`src/rtl/irq_vector_controller.sv`:
```
// -----------------------------------------------------------------------------
// irq_vector_controller
//
// Purpose:
//   Latches up to NUM_IRQ interrupt sources, qualifies them with a per-channel
//   mask and a global interrupt enable, and picks the lowest-numbered eligible
//   channel. One vectored request is presented at a time. Once the core
//   accepts it, the controller stays in a service window until the core
//   signals return-from-interrupt. Each channel has its own vector:
//   ISR_BASE + id * VECTOR_STRIDE, computed modulo 2^ADDR_BITS.
//
// Optional feature (compile-time macro):
//   IRQ_EDGE_TRIGGER_EN - when defined, pending bits are set by rising edges of
//                         irq_in. A previous-sample register provides the edge
//                         history. When undefined, the controller runs in level
//                         mode: pending sets in every cycle the line is high,
//                         and there is no edge-history register.
//
// Ports:
//   clk          in   rising-edge clock
//   reset_n      in   asynchronous active-low reset
//   irq_in       in   [NUM_IRQ] raw interrupt lines, synchronous to clk
//   mask_we      in   mask register write strobe
//   mask_wdata   in   [NUM_IRQ] new mask value (1 = channel enabled)
//   mask_q       out  [NUM_IRQ] current mask
//   gie_set      in   global enable set (EI)
//   gie_clr      in   global enable clear (DI), wins over gie_set
//   gie_q        out  current global enable
//   pending_q    out  [NUM_IRQ] latched pending bits
//   irq_req      out  vectored request to the core (REQUEST state)
//   irq_id       out  [ID_W] winning channel, frozen while requesting
//   irq_vector   out  [ADDR_BITS] ISR entry for irq_id
//   irq_ack      in   core accepts the request at an instruction boundary
//   irq_done     in   core executed return-from-interrupt
//   busy         out  high while in SERVICE
// -----------------------------------------------------------------------------
module irq_vector_controller #(
   parameter int          NUM_IRQ       = 8,
   parameter int          ADDR_BITS     = 16,
   parameter int unsigned ISR_BASE      = 'hff00,
   parameter int unsigned VECTOR_STRIDE = 8,
   localparam int         ID_W          = (NUM_IRQ > 1) ? $clog2(NUM_IRQ) : 1
) (
   input  logic                 clk,
   input  logic                 reset_n,
   input  logic [NUM_IRQ-1:0]   irq_in,
   input  logic                 mask_we,
   input  logic [NUM_IRQ-1:0]   mask_wdata,
   output logic [NUM_IRQ-1:0]   mask_q,
   input  logic                 gie_set,
   input  logic                 gie_clr,
   output logic                 gie_q,
   output logic [NUM_IRQ-1:0]   pending_q,
   output logic                 irq_req,
   output logic [ID_W-1:0]      irq_id,
   output logic [ADDR_BITS-1:0] irq_vector,
   input  logic                 irq_ack,
   input  logic                 irq_done,
   output logic                 busy
);

   localparam logic [ADDR_BITS-1:0] BASE_A   = ADDR_BITS'(ISR_BASE);
   localparam logic [ADDR_BITS-1:0] STRIDE_A = ADDR_BITS'(VECTOR_STRIDE);

   typedef enum logic [1:0] {
      ST_IDLE    = 2'd0,
      ST_REQUEST = 2'd1,
      ST_SERVICE = 2'd2
   } state_t;

   state_t                 state_reg, state_next;
   logic [NUM_IRQ-1:0]     pending_reg, pending_next;
   logic [NUM_IRQ-1:0]     mask_reg, mask_next;
   logic                   gie_reg, gie_next;
   logic [ID_W-1:0]        irq_id_reg, irq_id_next;
   logic [ADDR_BITS-1:0]   irq_vector_reg, irq_vector_next;

   logic [NUM_IRQ-1:0]     set_vec;
   logic [NUM_IRQ-1:0]     clr_vec;
   logic [NUM_IRQ-1:0]     eligible;
   logic                   any_eligible;
   logic [ID_W-1:0]        winner_id;
   logic                   load_winner;
   logic                   accept;
   logic                   done_ok;

   // ---------------------------------------------------------------------
   // Pending-set source: edge detect or raw level
   // ---------------------------------------------------------------------
`ifdef IRQ_EDGE_TRIGGER_EN
   logic [NUM_IRQ-1:0] irq_prev_reg;

   always_ff @(posedge clk or negedge reset_n) begin
      if (!reset_n) begin
         irq_prev_reg <= '0;
      end else begin
         irq_prev_reg <= irq_in;
      end
   end

   assign set_vec = irq_in & ~irq_prev_reg;
`else
   assign set_vec = irq_in;
`endif

   // ---------------------------------------------------------------------
   // Per-channel pending bits. The set term is OR-ed last, so an arrival in
   // the same cycle as the acknowledge-clear keeps the bit set.
   // ---------------------------------------------------------------------
   generate
      for (genvar gi = 0; gi < NUM_IRQ; gi++) begin : g_pending
         assign clr_vec[gi]      = accept && (irq_id_reg == ID_W'(gi));
         assign pending_next[gi] = set_vec[gi] | (pending_reg[gi] & ~clr_vec[gi]);
      end
   endgenerate

   // ---------------------------------------------------------------------
   // Eligibility and fixed-priority pick (lowest index wins)
   // ---------------------------------------------------------------------
   assign eligible     = pending_reg & mask_reg & {NUM_IRQ{gie_reg}};
   assign any_eligible = |eligible;

   always_comb begin
      winner_id = '0;
      for (int i = NUM_IRQ - 1; i >= 0; i--) begin
         if (eligible[i]) begin
            winner_id = ID_W'(i);
         end
      end
   end

   // ---------------------------------------------------------------------
   // Sequencer next-state logic
   // ---------------------------------------------------------------------
   always_comb begin
      state_next  = state_reg;
      load_winner = 1'b0;
      accept      = 1'b0;
      done_ok     = 1'b0;
      case (state_reg)
         ST_IDLE: begin
            if (any_eligible) begin
               load_winner = 1'b1;
               state_next  = ST_REQUEST;
            end
         end
         ST_REQUEST: begin
            // Committed: nothing but an acknowledge leaves this state.
            if (irq_ack) begin
               accept     = 1'b1;
               state_next = ST_SERVICE;
            end
         end
         ST_SERVICE: begin
            if (irq_done) begin
               done_ok    = 1'b1;
               state_next = ST_IDLE;
            end
         end
         default: begin
            state_next = ST_IDLE;
         end
      endcase
   end

   // id/vector only change when a new winner is latched in IDLE.
   always_comb begin
      irq_id_next     = irq_id_reg;
      irq_vector_next = irq_vector_reg;
      if (load_winner) begin
         irq_id_next     = winner_id;
         irq_vector_next = BASE_A + STRIDE_A * ADDR_BITS'(winner_id);
      end
   end

   // Global enable: software clear beats software set; the hardware actions
   // on acceptance and return beat both.
   always_comb begin
      gie_next = gie_reg;
      if (gie_set) begin
         gie_next = 1'b1;
      end
      if (gie_clr) begin
         gie_next = 1'b0;
      end
      if (accept) begin
         gie_next = 1'b0;
      end
      if (done_ok) begin
         gie_next = 1'b1;
      end
   end

   always_comb begin
      mask_next = mask_reg;
      if (mask_we) begin
         mask_next = mask_wdata;
      end
   end

   // ---------------------------------------------------------------------
   // State registers
   // ---------------------------------------------------------------------
   always_ff @(posedge clk or negedge reset_n) begin
      if (!reset_n) begin
         state_reg      <= ST_IDLE;
         pending_reg    <= '0;
         mask_reg       <= '0;
         gie_reg        <= 1'b0;
         irq_id_reg     <= '0;
         irq_vector_reg <= BASE_A;
      end else begin
         state_reg      <= state_next;
         pending_reg    <= pending_next;
         mask_reg       <= mask_next;
         gie_reg        <= gie_next;
         irq_id_reg     <= irq_id_next;
         irq_vector_reg <= irq_vector_next;
      end
   end

   assign mask_q     = mask_reg;
   assign gie_q      = gie_reg;
   assign pending_q  = pending_reg;
   assign irq_id     = irq_id_reg;
   assign irq_vector = irq_vector_reg;
   assign irq_req    = (state_reg == ST_REQUEST);
   assign busy       = (state_reg == ST_SERVICE);

endmodule

```
`config.mk`:
```
export PLATFORM = sky130hd
export DESIGN_NAME = irq_vector_controller
export DESIGN_NICKNAME = d
export VERILOG_FILES = /design/src/rtl/irq_vector_controller.sv
export SDC_FILE = /design/constraint.sdc
export NUM_CORES = 1
export LEC_CHECK = 0
export BUFFER_PORTS_ARGS = -buffer_cell sky130_fd_sc_hd__buf_4
export CORE_AREA = 2 2 54 56
export CTS_BUF_LIST = sky130_fd_sc_hd__clkbuf_4
export CTS_CLUSTER_DIAMETER = 30
export DETAILED_ROUTE_END_ITERATION = 10
export DIE_AREA = 0 0 56 58
export PLACE_DENSITY = 0.78
export SETUP_SLACK_MARGIN = 0.4
export SLEW_MARGIN = 20
export SYNTH_ARGS = -nofsm -noshare
export SYNTH_HDL_FRONTEND = slang
export SYNTH_SLANG_ARGS = --single-unit
```
`constraint.sdc`:
```
create_clock -name clk -period 1.9 [get_ports clk]
set_clock_uncertainty 0.15 [all_clocks]
set_input_delay 0.475 -clock clk [delete_from_list [all_inputs] [get_ports clk]]
set_output_delay 0.475 -clock clk [all_outputs]
set_load 0.02 [all_outputs]
```
==> flow_summary.json <==
{
  "hold_ws_ns": 0.185,
  "gr-max-usage-layer": "met2",
  "floorplan.rows": 19,
  "grt_pass1_wl_mm": 4.75,
  "fraction_of_layout_cells_with_a_size_suffix_above_1_pct": 57.5,
  "post_synth.cell_area_avg_um2": 10.2,
  "pwr-share-seq_pct": 32.7,
  "ys_ff_latch": 22,
  "syn_inst": 113,
  "drc_marker_count_from_the_first_detailed_route_iteration": 18,
  "synth.distinct_cells": 29,
  "rrSetupSlack_ns": 0.30,
  "startpoint_type": "flip-flop",
  "worst-setup-path-type": "reg2out",
  "cts_root_buffer": "clkbuf_4",
  "comb_power_share_pct": 56.4,
  "initial_utilization_pct": 43.4,
  "h-tree-depth": 1,
  "synth-async-reset-ratio_pct": 100,
  "peakVddDrop_uv": 966,
  "ctsLongestPathBuffers": 2,
  "crit_family": "flip-flops",
  "detail_route.drc_violations": 0,
  "cap_viol_max_count": 0,
  "setup_tns_ns": 0,
  "layout.cells.most_common_list": "37 x buf_4, 27 x buf_6, 13 x conb_1",
  "fin_crit_sh_pct": 90.9,
  "number_of_search_and_repair_iterations_in_the_first_detailed_routing_pass": 5,
  "cp_capture_type": "output pin",
  "met2_usage_pct": 31.1,
  "outcome": "finished clean",
  "power.switching_fraction_pct": 39.3,
  "cp.buffers_inverters": 1,
  "antenna_found_initial": 0,
  "die_area_um2": 3250,
  "unrepaired_setup_endpoints_after_global_routing": "true",
  "drv_slew": 0,
  "crit_arrival_ns": 1.10,
  "final_cell_count_no_fill": 205,
  "timing.rr.end": "pending_q[5]",
  "worstHoldEndpoint": "pending_q[3]",
  "clock_power_share_pct": 11.0,
  "r2r.worst_path.cells": 5,
  "critical_path.cell_chain": "and2b_2, buf_6",
  "grt_util_met3_pct": 2.90,
  "design.core.area_um2": 2660,
  "antenna-diode-count": 0,
  "cts.sinks": 22,
  "dpl.hpwl_mm": 1.99,
  "floorplan.io_pins": 61,
  "met1_usage_pct": 23.7,
  "grt_use_total_pct": 18.2,
  "grt_max_degree": 23,
  "grt_remaining_overflow": 0,
  "min_path_cells": 2,
  "min-delay-path-class": "in2reg",
  "p_switching_w": 0.000833,
  "numCtsBuffers": 3,
  "die_x_um": 56,
  "gp_congestion": 0.850,
  "tritoncts": "built",
  "timing.critical_path.slowest_cell_delay_ns": 0.45,
  "route.vias.total": 1081,
  "layout-area-overhead-vs-synth_pct": 55.2,
  "clk_lat_worst_skew_ns": 0.30,
  "r2r-start": "state_reg[1]",
  "finalCoreUtilization_pct": 67.4,
  "finish.net_count": 198,
  "cp_max_fo": 4,
  "dieHeight_um": 58,
  "dp_cells": 183,
  "worst_path_max_delay_cell": "dfrtp_2",
  "drt.antenna.violating_nets": 0,
  "io_buffer_count": 47,
  "timing.critical_path.required_ns": 1.27,
  "synth.yosys.seq_area_share_pct": 47.6,
  "postLayoutCellArea_um2": 1790,
  "hold_violations": 0,
  "synth_edf_count": 0,
  "dpl_cell_area_um2": 1470,
  "max_freq_mhz": 579,
  "detail_route.vias_per_cell": 5.27,
  "vias_in_the_first_global_route": 1077,
  "yosys_warnings": 0,
  "clkTransAtPathRegs_ns": 0.12,
  "post_dr_wirelength_cell_um": 14.2,
  "syn_area_um2": 1160,
  "timing.final.setup_violations": 0,
  "final.min_clock_period_ns": 1.73,
  "cellLeakagePower_nw": 0.815,
  "hold_start": "irq_in[3]",
  "layout_commonest_cell": "buf_4",
  "main_flop_type_after_synthesis": "dfrtp_1",
  "cell_internal_pwr_w": 0.00128,
  "finalWirelength_mm": 2.90,
  "power_density_nw_per_um2": 1180
}
-- power groups by stage --
| stage | Sequential [W] | Clock (W) | Combinational (W) |
|---|---|---|---|
| 2_1_floorplan | 0.000766 | 0 | 0.000472 |
| 4_1_cts | 0.000689 | 0.000239 | 0.00112 |
| 5_1_grt | 0.000710 | 0.000264 | 0.00127 |
| 6_report | 0.000692 | 0.000232 | 0.00119 |
| 3_5_place_dp | 0.000746 | 0 | 0.000754 |
| 3_3_place_gp | 0.000742 | 0 | 0.000740 |
-- cells in the mapped netlist, types with 2 or more instances --
library cell | number | area [µm²]
nand4_1 | 2 | 12.5
nand2_1 | 12 | 45.0
a22oi_1 | 3 | 22.5
nand3b_1 | 2 | 15.0
conb_1 | 2 | 7.51
buf_4 | 16 | 120
or3b_1 | 2 | 17.5
mux2_2 | 9 | 101
dfrtp_1 | 22 | 551
nand3_1 | 3 | 15.0
nand2b_1 | 2 | 12.5
a21o_1 | 7 | 52.6
o21ai_0 | 2 | 10.0
nor2_1 | 2 | 7.51
and2b_1 | 2 | 15.0
clkbuf_1 | 3 | 11.3
a21oi_1 | 8 | 40.0
inv_1 | 2 | 7.51
a31oi_1 | 2 | 12.5
-- per-layer routing --
metal | share of wire, % | up-vias
li1 | - | 497
met4 | 0.38 | 0
met5 | 0 | -
met1 | 41 | 527
met3 | 6.7 | 2
met2 | 52 | 55
-- worst reg2reg max path, cell delays in order (launching register included) --
cell	delay, ns
dfrtp_1	0.41
and2b_2	0.24
buf_6	0.10
nand3_4	0.07
or3b_1	0.35
a21o_1	0.18
-- metrics by stage --
stage / total power (W) / setup WS [ns]
floorplan: 0.00124 / 0.323
global placement: 0.00148 / 0.318
detailed placement: 0.00150 / 0.307
CTS: 0.00205 / 0.154
global route: 0.00224 / 0.116
finish: 0.00212 / 0.173
-- final cells by class --
type / instances / area, µm²
Fill cell: 213 / 868
Timing Repair Buffer: 65 / 592
Sequential cell: 22 / 566
Multi-Input combinational cell: 81 / 561
Tap cell: 31 / 38.8
Clock buffer: 4 / 30.0
Inverter: 2 / 7.51
-- cell families (layout without fill, tap and decap cells) --
family | count (synthesis) | after routing | synth area share (%)
AO/OA/AOI/OAI | 30 | 30 | 17.5
other | 2 | 13 | 0.650
buffers and inverters | 21 | 71 | 12.0
AND/OR/NAND/NOR | 29 | 29 | 13.4
flip-flops | 22 | 22 | 47.6
multiplexers | 9 | 9 | 8.77
-- how the worst max path moves through the flow --
stage	start	endpoint	slack, ns	cells past startpoint
6_report	state_reg[0]	irq_req	0.17	2
5_1_grt	state_reg[0]	busy	0.12	2
4_1_cts	state_reg[0]	busy	0.15	2
3_5_place_dp	irq_ack	pending_q[1]	0.31	5
3_3_place_gp	state_reg[1]	pending_q[5]	0.32	4
2_1_floorplan	state_reg[1]	pending_q[5]	0.32	4
-- what timing repair did --
action	4_1_cts	5_1_grt
hold buffers	1	0
endpoints found under the hold margin	22	0
setup endpoints to repair	29	34
setup buffers	14	3
resized for setup	33	11
pin swaps	5	5
(Power assumes the default switching activity.)
